**config.mk**
```make
export PLATFORM = sky130hd
export DESIGN_NAME = fault_campaign_ctrl
export DESIGN_NICKNAME = d
export VERILOG_FILES = /design/src/rtl/fault_campaign_ctrl.sv
export SDC_FILE = /design/constraint.sdc
export NUM_CORES = 1
export LEC_CHECK = 0
export ABC_AREA = 0
export BUFFER_PORTS_ARGS = -buffer_cell sky130_fd_sc_hd__clkbuf_2
export CAP_MARGIN = 20
export CORE_MARGIN = 2
export CORE_UTILIZATION = 45
export DETAILED_ROUTE_END_ITERATION = 12
export PLACE_DENSITY = 0.79
export SYNTH_ARGS = -nofsm -noshare
export SYNTH_HDL_FRONTEND = slang
export SYNTH_SLANG_ARGS = --single-unit
```
**constraint.sdc**
```tcl
create_clock -name clk -period 3 [get_ports clk]
set_input_delay 0.15 -clock clk [delete_from_list [all_inputs] [get_ports clk]]
set_output_delay 0.15 -clock clk [all_outputs]
set_load 0.005 [all_outputs]
```
**src/rtl/fault_campaign_ctrl.sv**
```systemverilog
// Exhaustive single stuck-at fault campaign sequencer with valid/ready result stream.
// Optional gate-ID skip mask is enabled by defining FAULT_CAMPAIGN_MASK_EN.
//
// state  | meaning
// IDLE   | waiting for start; counters hold the last campaign totals
// APPLY  | fault (gid, val) driven for SETTLE cycles, compared on the last one
// REPORT | result record offered to the collector, fault removed
// DONE   | one-cycle completion pulse
module fault_campaign_ctrl #(
  parameter int NG     = 128,
  parameter int W      = 8,
  parameter int SETTLE = 2,
  parameter int CW     = $clog2(2*NG+1),
  localparam int GW    = (NG > 1) ? $clog2(NG) : 1
) (
  input  logic          clk,
  input  logic          rst,
  input  logic          start,
  input  logic          abort,
  input  logic [W-1:0]  dut_out,
  input  logic [W-1:0]  golden_out,
`ifdef FAULT_CAMPAIGN_MASK_EN
  input  logic [NG-1:0] gid_mask,
`endif
  output logic [NG-1:0] fault_en_bus,
  output logic          fault_val,
  output logic          busy,
  output logic          done,
  output logic          res_valid,
  input  logic          res_ready,
  output logic [GW-1:0] res_gid,
  output logic          res_val,
  output logic          res_detected,
  output logic [CW-1:0] det_cnt,
  output logic [CW-1:0] undet_cnt
);

  localparam int SW = (SETTLE > 1) ? $clog2(SETTLE) : 1;

  typedef enum logic [1:0] {IDLE, APPLY, REPORT, DONE} state_t;

  state_t        state_q, state_d;
  logic [GW-1:0] gid_q, gid_d;
  logic          val_q, val_d;
  logic [SW-1:0] settle_q, settle_d;
  logic [NG-1:0] fault_en_q, fault_en_d;
  logic          fault_val_q, fault_val_d;
  logic [GW-1:0] res_gid_q, res_gid_d;
  logic          res_val_q, res_val_d;
  logic          res_det_q, res_det_d;
  logic [CW-1:0] det_cnt_q, det_cnt_d;
  logic [CW-1:0] undet_cnt_q, undet_cnt_d;

  logic [NG-1:0] skip_start, skip_run;
  logic          first_found, next_found;
  logic [GW-1:0] first_gid, next_gid;

`ifdef FAULT_CAMPAIGN_MASK_EN
  logic [NG-1:0] mask_q, mask_d;
  assign skip_start = gid_mask;
  assign skip_run   = mask_q;
`else
  assign skip_start = '0;
  assign skip_run   = '0;
`endif

  // Descending scans leave the lowest qualifying gate ID in the result.
  always_comb begin
    first_found = 1'b0;
    first_gid   = '0;
    next_found  = 1'b0;
    next_gid    = '0;
    for (int i = NG-1; i >= 0; i--) begin
      if (!skip_start[i]) begin
        first_found = 1'b1;
        first_gid   = GW'(i);
      end
      if (!skip_run[i] && (i > int'(gid_q))) begin
        next_found = 1'b1;
        next_gid   = GW'(i);
      end
    end
  end

  always_comb begin
    state_d     = state_q;
    gid_d       = gid_q;
    val_d       = val_q;
    settle_d    = settle_q;
    res_gid_d   = res_gid_q;
    res_val_d   = res_val_q;
    res_det_d   = res_det_q;
    det_cnt_d   = det_cnt_q;
    undet_cnt_d = undet_cnt_q;
`ifdef FAULT_CAMPAIGN_MASK_EN
    mask_d      = mask_q;
`endif
    if (abort && (state_q != IDLE)) begin
      state_d = IDLE;
    end else begin
      case (state_q)
        IDLE: begin
          if (start && !abort) begin
            det_cnt_d   = '0;
            undet_cnt_d = '0;
            val_d       = 1'b0;
            gid_d       = first_gid;
            settle_d    = SW'(SETTLE-1);
`ifdef FAULT_CAMPAIGN_MASK_EN
            mask_d      = gid_mask;
`endif
            state_d     = first_found ? APPLY : DONE;
          end
        end
        APPLY: begin
          if (settle_q == '0) begin
            res_det_d = (dut_out != golden_out);
            res_gid_d = gid_q;
            res_val_d = val_q;
            if (dut_out != golden_out) det_cnt_d = det_cnt_q + CW'(1);
            else                       undet_cnt_d = undet_cnt_q + CW'(1);
            state_d   = REPORT;
          end else begin
            settle_d = settle_q - SW'(1);
          end
        end
        REPORT: begin
          if (res_ready) begin
            settle_d = SW'(SETTLE-1);
            if (!val_q) begin
              val_d   = 1'b1;
              state_d = APPLY;
            end else if (next_found) begin
              gid_d   = next_gid;
              val_d   = 1'b0;
              state_d = APPLY;
            end else begin
              state_d = DONE;
            end
          end
        end
        DONE:    state_d = IDLE;
        default: state_d = IDLE;
      endcase
    end

    // Fault drive is registered from the next state so it is exact for every APPLY cycle.
    fault_en_d  = '0;
    fault_val_d = 1'b0;
    if (state_d == APPLY) begin
      fault_en_d[gid_d] = 1'b1;
      fault_val_d       = val_d;
    end
  end

  always_ff @(posedge clk) begin
    if (rst) begin
      state_q     <= IDLE;
      gid_q       <= '0;
      val_q       <= 1'b0;
      settle_q    <= '0;
      fault_en_q  <= '0;
      fault_val_q <= 1'b0;
      res_gid_q   <= '0;
      res_val_q   <= 1'b0;
      res_det_q   <= 1'b0;
      det_cnt_q   <= '0;
      undet_cnt_q <= '0;
`ifdef FAULT_CAMPAIGN_MASK_EN
      mask_q      <= '0;
`endif
    end else begin
      state_q     <= state_d;
      gid_q       <= gid_d;
      val_q       <= val_d;
      settle_q    <= settle_d;
      fault_en_q  <= fault_en_d;
      fault_val_q <= fault_val_d;
      res_gid_q   <= res_gid_d;
      res_val_q   <= res_val_d;
      res_det_q   <= res_det_d;
      det_cnt_q   <= det_cnt_d;
      undet_cnt_q <= undet_cnt_d;
`ifdef FAULT_CAMPAIGN_MASK_EN
      mask_q      <= mask_d;
`endif
    end
  end

  assign fault_en_bus = fault_en_q;
  assign fault_val    = fault_val_q;
  assign busy         = (state_q != IDLE);
  assign done         = (state_q == DONE);
  assign res_valid    = (state_q == REPORT);
  assign res_gid      = res_gid_q;
  assign res_val      = res_val_q;
  assign res_detected = res_det_q;
  assign det_cnt      = det_cnt_q;
  assign undet_cnt    = undet_cnt_q;

endmodule
```
==> results of run 1 <==
## report_power, final
part / internal, mW / total [mW] / switching (mW)
combinational: 0.0351 / 0.0907 / 0.0556
clock: 1.29 / 2.26 / 0.970
sequential: 2.22 / 2.23 / 0.00536
## critical path, stage by stage, from the launching register on
cell      delay (ns)
dfxtp_1         0.63
buf_4           0.23
nor4bb_1        0.05
o41ai_1         0.53
a221oi_2        0.16
o211ai_1        0.24
nand2_2         0.27
buf_4           0.28
nor4_1          0.35
## sequential cells by signal, indices dropped and copies added, names as in the netlist
name          flops
det_cnt           9
fault_en_bus    128
fault_val         1
gid_q             7
res_detected      1
res_gid           7
res_val           1
settle_q          1
state_q           2
undet_cnt         9
val_q             1
## worst max-delay path by stage
stage              from                end  slack (ns)
3_5_place_dp   gid_q[4]  fault_en_bus[121]        0.24
3_3_place_gp   gid_q[4]   fault_en_bus[52]        0.31
4_1_cts        gid_q[4]  fault_en_bus[122]        0.17
2_1_floorplan  gid_q[5]    fault_en_bus[4]        0.76
6_report       gid_q[1]  fault_en_bus[103]        0.12
5_1_grt        gid_q[1]  fault_en_bus[103]       -0.04
## cell type report
class,count,area [µm²]
Clock buffer,18,439
Clock inverter,14,181
Fill cell,1093,5360
Inverter,10,37.5
Multi-Input combinational cell,393,2520
Sequential cell,167,3340
Tap cell,176,220
Timing Repair Buffer,222,1240
## cells by family after synthesis
group,count (synthesis)
and+or+nand+nor,287
DFF,167
AOI/OAI and AO/OA,82
buffers and inverters,80
xor gates and xnor gates,21
adders and majority gates,2
muxes,1
## metal layers
layer,wire length (µm),part of all wire,vias to the layer above
li1,-,-,2697
met1,7450,0.42,2713
met2,8470,0.48,281
met3,1220,0.069,46
met4,555,0.031,0
met5,0,0,-
## cell usage after synthesis, types with 5 or more instances
cell and instances:
nor4_2 10, nand3_1 10, inv_1 10, a211oi_1 5
and3_1 5, buf_1 10, nor4_1 112, o21ai_0 7
o211ai_1 8, xnor2_1 18, nor3_1 20, a21oi_1 23
nor2_1 42, and2_1 7, or3_1 5, nand2b_1 7
clkbuf_1 22, nand4_1 11, buf_2 34, nand2_1 37
dfxtp_1 167
## what timing repair did
action                     in CTS  in global routing
hold buffers                    0                  0
resized for setup               0                  4
setup endpoints to repair       0                 26
==> key figures, run 1 <==
Run status
  – Outcome: finished, final reports clean

Cells and area
  – Area grow syn2layout: 29.0%
  – Commonest non-fill, non-tap cell in the layout: clkbuf_2
  – Net count, final: 834
  – Share of cells above drive strength 1: 0.346
  – Final core utilization: 0.599
  – Cell area after layout: 7990 µm²
  – Commonest cells after routing, fill and taps aside: clkbuf_2 (179), dfxtp_1 (166), nor4_1 (112), nor2_1 (42), buf_4 (40)
  – Final Instance Count excl. Fillers: 1000
  – Diode count: 0

Floorplanning
  – Num ports: 180
  – Die height: 121 µm
  – Effective utilization at floorplan: 0.464
  – Core region area: 13300 µm²
  – # rows: 42
  – Chip Width: 121 µm
  – Die Area: 14700 µm²

Flow run
  – Max Cap Violations: 0

Critical path
  – Worst Setup Start Kind: flip-flop
  – Reg2reg end: fault_en_bus[103]
  – Reg2Reg Depth: 8
  – Worst EP required: 3.29 ns
  – Critical Setup Path Class: flip-flop to flip-flop
  – Critical R2R Launch: gid_q[1]
  – CP Data Arrival Time: 3.17 ns
  – Reg2Reg Setup Slack: 0.12 ns
  – Critical Path End Type: flip-flop
  – Crit path max fanout: 16

Yosys
  – Flops & latches, synth: 167
  – Area leader, netlist: dfxtp_1
  – Asr flop ratio synth: 0
  – Mapped Nets: 663
  – Post-synth EDFFs: 0
  – Synth Area in Compound Gates: 0.0961
  – Post-synthesis sequential area ratio: 0.539
  – Ranking of synthesized cells by area: dfxtp_1 (54%), nor4_1 (11%), buf_2 (2.7%), nor2_1 (2.5%), xnor2_1 (2.5%)
  – Largest family of logic cells by synthesized area: simple AND/OR/NAND/NOR gates
  – Post-Syn Area: 6200 µm²
  – Area share of the largest cell type after synthesis: 0.539
  – Ys flop type: dfxtp_1
  – Syn Area/Cell: 9.68 µm²
  – Multiplexer share of the synthesized area: 0.00182
  – Post-synthesis simple-gate area fraction: 0.269
  – Count of different cell masters after synthesis: 60
  – Cell count after synthesis: 640
  – Post-Synth XOR/XNOR Area: 0.0297
  – Yosys warning total: 0
  – Post-synthesis adder-cell area fraction: 0.00404

Timing
  – Slew Viols, Final: 0
  – Fmax: 347 MHz
  – Setup_tns: 0 ns
  – Slew @ Worst Pin: 0.851 ns
  – # setup viols final: 0
  – Final period utilization: 0.961
  – Worst hold slack: 0.0615 ns
  – Final WS setup: 0.118 ns
  – Endpoints failing hold: 0
  – Tmin final: 2.88 ns
  – Clock skew: 0.00794 ns
  – Worst rel slew slack: 0.428

GRT
  – Met2 usage: 0.382
  – Largest net degree at the start of global routing: 49
  – Antenna violations before repair: 0
  – Met1 Resource Use GR: 0.305
  – Final global-route overflow total: 0
  – GRT busiest layer: met2
  – M3 GR Usage: 0.0606
  – First-pass GRT wire length: 27400 µm
  – Number of global-route vias before repair: 5183
  – Global-route total usage across every layer: 0.240

Detailed routing
  – Residual DRC count: 0
  – Via density: 5.74
  – Via count: 5737
  – Final ANT Viol Nets: 0
  – WL final: 17700 µm
  – DR WL/cell: 17.7 µm
  – Iteration-0 DRC Markers: 519
  – First-pass iteration count of the detailed router: 5

Worst hold path
  – Hold Path Depth: 2
  – Worst hold-check path type: input pin to flip-flop
  – Origin of the worst min-delay path: abort
  – Hold path endpoint: state_q[1]

Power
  – Peak supply drop: 330 µV
  – Tot Pwr: 4.58 mW
  – Pleak: 3.16 nW
  – PwrDens: 573 nW/µm²

Placed design
  – Placed insts: 967
  – Port-buffer cells: 179
  – Detailed Place HPWL: 12100 µm
  – Post-place setup slack: 0.241 ns
  – Gpl congestion: 0.873
  – Dpl cell area: 7340 µm²

CTS
  – Maximum clock insertion buffer count: 2
  – Sinks on Clock Net: 167
  – CTS H-tree lvls: 4
  – CTS tree: done
  – Root Driver: clkbuf_16
  – Clock transition at path regs: 0.07 ns
  – Post-CTS Setup Inserts: 0
  – Skew-Pair Late Insertion Delay: 0.43 ns
  – Num CTS Buffers: 17
(Power assumes the default switching activity.)
==> run 2: changes to the inputs <==
--- a/config.mk
+++ b/config.mk
@@ -9,9 +9,11 @@
 export BUFFER_PORTS_ARGS = -buffer_cell sky130_fd_sc_hd__clkbuf_2
 export CAP_MARGIN = 20
 export CORE_MARGIN = 2
-export CORE_UTILIZATION = 45
+export CORE_UTILIZATION = 51
 export DETAILED_ROUTE_END_ITERATION = 12
-export PLACE_DENSITY = 0.79
+export GPL_TIMING_DRIVEN = 0
+export PLACE_DENSITY = 0.87
+export REMOVE_ABC_BUFFERS = 1
 export SYNTH_ARGS = -nofsm -noshare
 export SYNTH_HDL_FRONTEND = slang
 export SYNTH_SLANG_ARGS = --single-unit
==> run 2 against run 1 <==
Net effect:
- setup slack better by 0.042 ns
- hold slack worse by 0.0032 ns
- combinational power down 5.1%
- flip-flop and latch count unchanged
- total power down 3.9%
- utilization up 6.4 points
- clock power down 8%
- count of clock-buffer cells in the layout up 3
- critical path depth down 2
- die area down 11%
- critical endpoint is now fault_en_bus[38]
- largest cell class unchanged
- largest power group is now registers
==> key figures, run 2 (synthesis gave the netlist of run 1 again) <==
Run status
  – Outcome: finished, final reports clean

Floorplanning
  – # rows: 40 (-4.8%)
  – Chip Width: 114 µm (-5.9%)
  – Core region area: 11900 µm² (-11%)
  – Effective utilization at floorplan: 0.520 (+0.0560)
  – Die height: 114 µm (-5.9%)
  – Die Area: 13000 µm² (-11%)
  – Num ports: 180 (unchanged)

CTS
  – Root Driver: clkbuf_16
  – Clock transition at path regs: 0.07 ns (about the same)
  – CTS tree: done
  – Maximum clock insertion buffer count: 2 (unchanged)
  – Sinks on Clock Net: 167 (unchanged)
  – Hold buffer count at CTS: 0 (unchanged)
  – Num CTS Buffers: 17 (unchanged)
  – CTS H-tree lvls: 4 (unchanged)
  – Skew-Pair Late Insertion Delay: 0.42 ns (about the same)

Detailed routing
  – Residual DRC count: 0 (unchanged)
  – First-pass iteration count of the detailed router: 5 (unchanged)
  – Via density: 6.01 (+4.7%)
  – Via count: 5683 (-0.94%)
  – Final ANT Viol Nets: 0 (unchanged)
  – DR WL/cell: 17.8 µm (+0.68%)
  – WL final: 16800 µm (-4.8%)
  – Iteration-0 DRC Markers: 600 (+16%)

Cells and area
  – Area grow syn2layout: 27.5%
  – Final core utilization: 0.663 (+0.0644)
  – Commonest non-fill, non-tap cell in the layout: clkbuf_2
  – Commonest cells after routing, fill and taps aside: clkbuf_2 (179), dfxtp_1 (160), nor4_1 (112), nor2_1 (42), nand2_1 (34)
  – Max reg flops: 128 (unchanged)
  – Diode count: 0 (unchanged)
  – Share of cells above drive strength 1: 0.343 (-0.00295)
  – Net count, final: 809 (-3.0%)

GRT
  – Largest net degree at the start of global routing: 39 (-20%)
  – GRT busiest layer: met2
  – Antenna violations before repair: 0 (unchanged)
  – M3 GR Usage: 0.0704 (+0.00979)
  – Final global-route overflow total: 0 (unchanged)
  – Global-route total usage across every layer: 0.258 (+0.0185)
  – Met1 Resource Use GR: 0.341 (+0.0361)
  – Number of global-route vias before repair: 5023 (-3.1%)
  – Met2 usage: 0.409 (+0.0268)
  – First-pass GRT wire length: 26500 µm (-3.4%)

Timing
  – Endpoints failing hold: 0 (unchanged)
  – # setup viols final: 0 (unchanged)
  – Slew @ Worst Pin: 0.951 ns (+0.100 ns)
  – Worst rel slew slack: 0.366 (-0.0625)
  – Clock skew: 0.0143 ns (+0.00631 ns)
  – Fmax: 352 MHz (+1.5%)
  – Final period utilization: 0.947 (-0.0139)
  – Slew Viols, Final: 0 (unchanged)
  – Tmin final: 2.84 ns (-0.0416 ns)
  – Setup repair after global routing missed its margin: no
  – Worst hold slack: 0.0583 ns (-0.00322 ns)

Power
  – PwrDens: 557 nW/µm² (-2.8%)
  – Peak supply drop: 312 µV (-5.4%)
  – Pleak: 3.04 nW (-3.8%)

Critical path
  – Critical Path End Type: flip-flop
  – Critical R2R Launch: gid_q[5]
  – Crit path max fanout: 19 (+3)
  – Worst Setup Start Kind: flip-flop
  – Critical Setup Path Class: flip-flop to flip-flop
  – CP Data Arrival Time: 3.15 ns (-0.02 ns)
  – Worst setup startpoint: gid_q[5]
  – Worst EP required: 3.31 ns (+0.02 ns)

Flow run
  – Max Cap Violations: 0 (unchanged)

Worst hold path
  – Origin of the worst min-delay path: abort
  – Worst hold-check path type: input pin to flip-flop

Placed design
  – Port-buffer cells: 179 (unchanged)
  – Gpl congestion: 0.862 (-1.2%)
  – Detailed Place HPWL: 10600 µm (-13%)
-- run 2: changes by cell type in the layout (fill, tap and decap cells not counted), sizes merged, moves of 2 or more --
cell / delta
inv: -6
clkbuf: +2
buf: -26
clkinvlp: +3
-- run 2: final timing paths --
check,end,slack [ns],cells after the start
setup / recovery,fault_en_bus[38],0.16,6
hold / removal,state_q[1],0.06,2
hold reg to reg,res_gid[3],0.46,2
setup reg to reg,fault_en_bus[38],0.16,6
-- run 2: repair_timing --
item                                    in CTS  in global routing
cloned                                       2                  0
pin swaps                                    3                  3
setup buffers                                3                  5
endpoints found under the setup margin     130                119
gates resized for setup                     15                 13
-- run 2: cell type report --
| cell class | instances | area [µm²] |
|---|---|---|
| Sequential cell | 167 | 3360 |
| Timing Repair Buffer | 195 | 1120 |
| Tap cell | 147 | 184 |
| Clock buffer | 21 | 460 |
| Clock inverter | 11 | 115 |
| Inverter | 10 | 37.5 |
| Fill cell | 911 | 4010 |
| Multi-Input combinational cell | 395 | 2620 |
-- run 2: critical path, cell delays in order, from the launching register on --
cell and delay [ns]:
dfxtp_2 0.57, nand3_1 0.19, o211ai_1 0.41, nand2_1 0.35, a31oi_4 0.41, nand3_2 0.40
nor4_1 0.37
-- run 2: metrics by stage --
stage,total power [mW],setup TNS [ns],instances,setup WS (ns),area [µm²]
global route,4.54,0,946,0.00225,7900
floorplan,2.32,-203.29,570,-1.95,5860
detailed placement,2.36,-100.24,903,-1.08,7130
global placement,2.36,-467.63,896,-4.14,6940
CTS,4.43,0,940,0.00203,7800
finish,4.40,0,946,0.159,7900
-- run 2: power breakdown --
group          switching (mW)  internal, mW  total [mW]
Sequential            0.00510          2.22        2.22
Clock                   0.889          1.20        2.09
Combinational          0.0540        0.0321      0.0861
-- run 2: layer usage --
metal,share of wire,up-vias
met4,0.017,0
met2,0.47,320
met5,0,-
met1,0.43,2677
li1,-,2658
met3,0.087,28
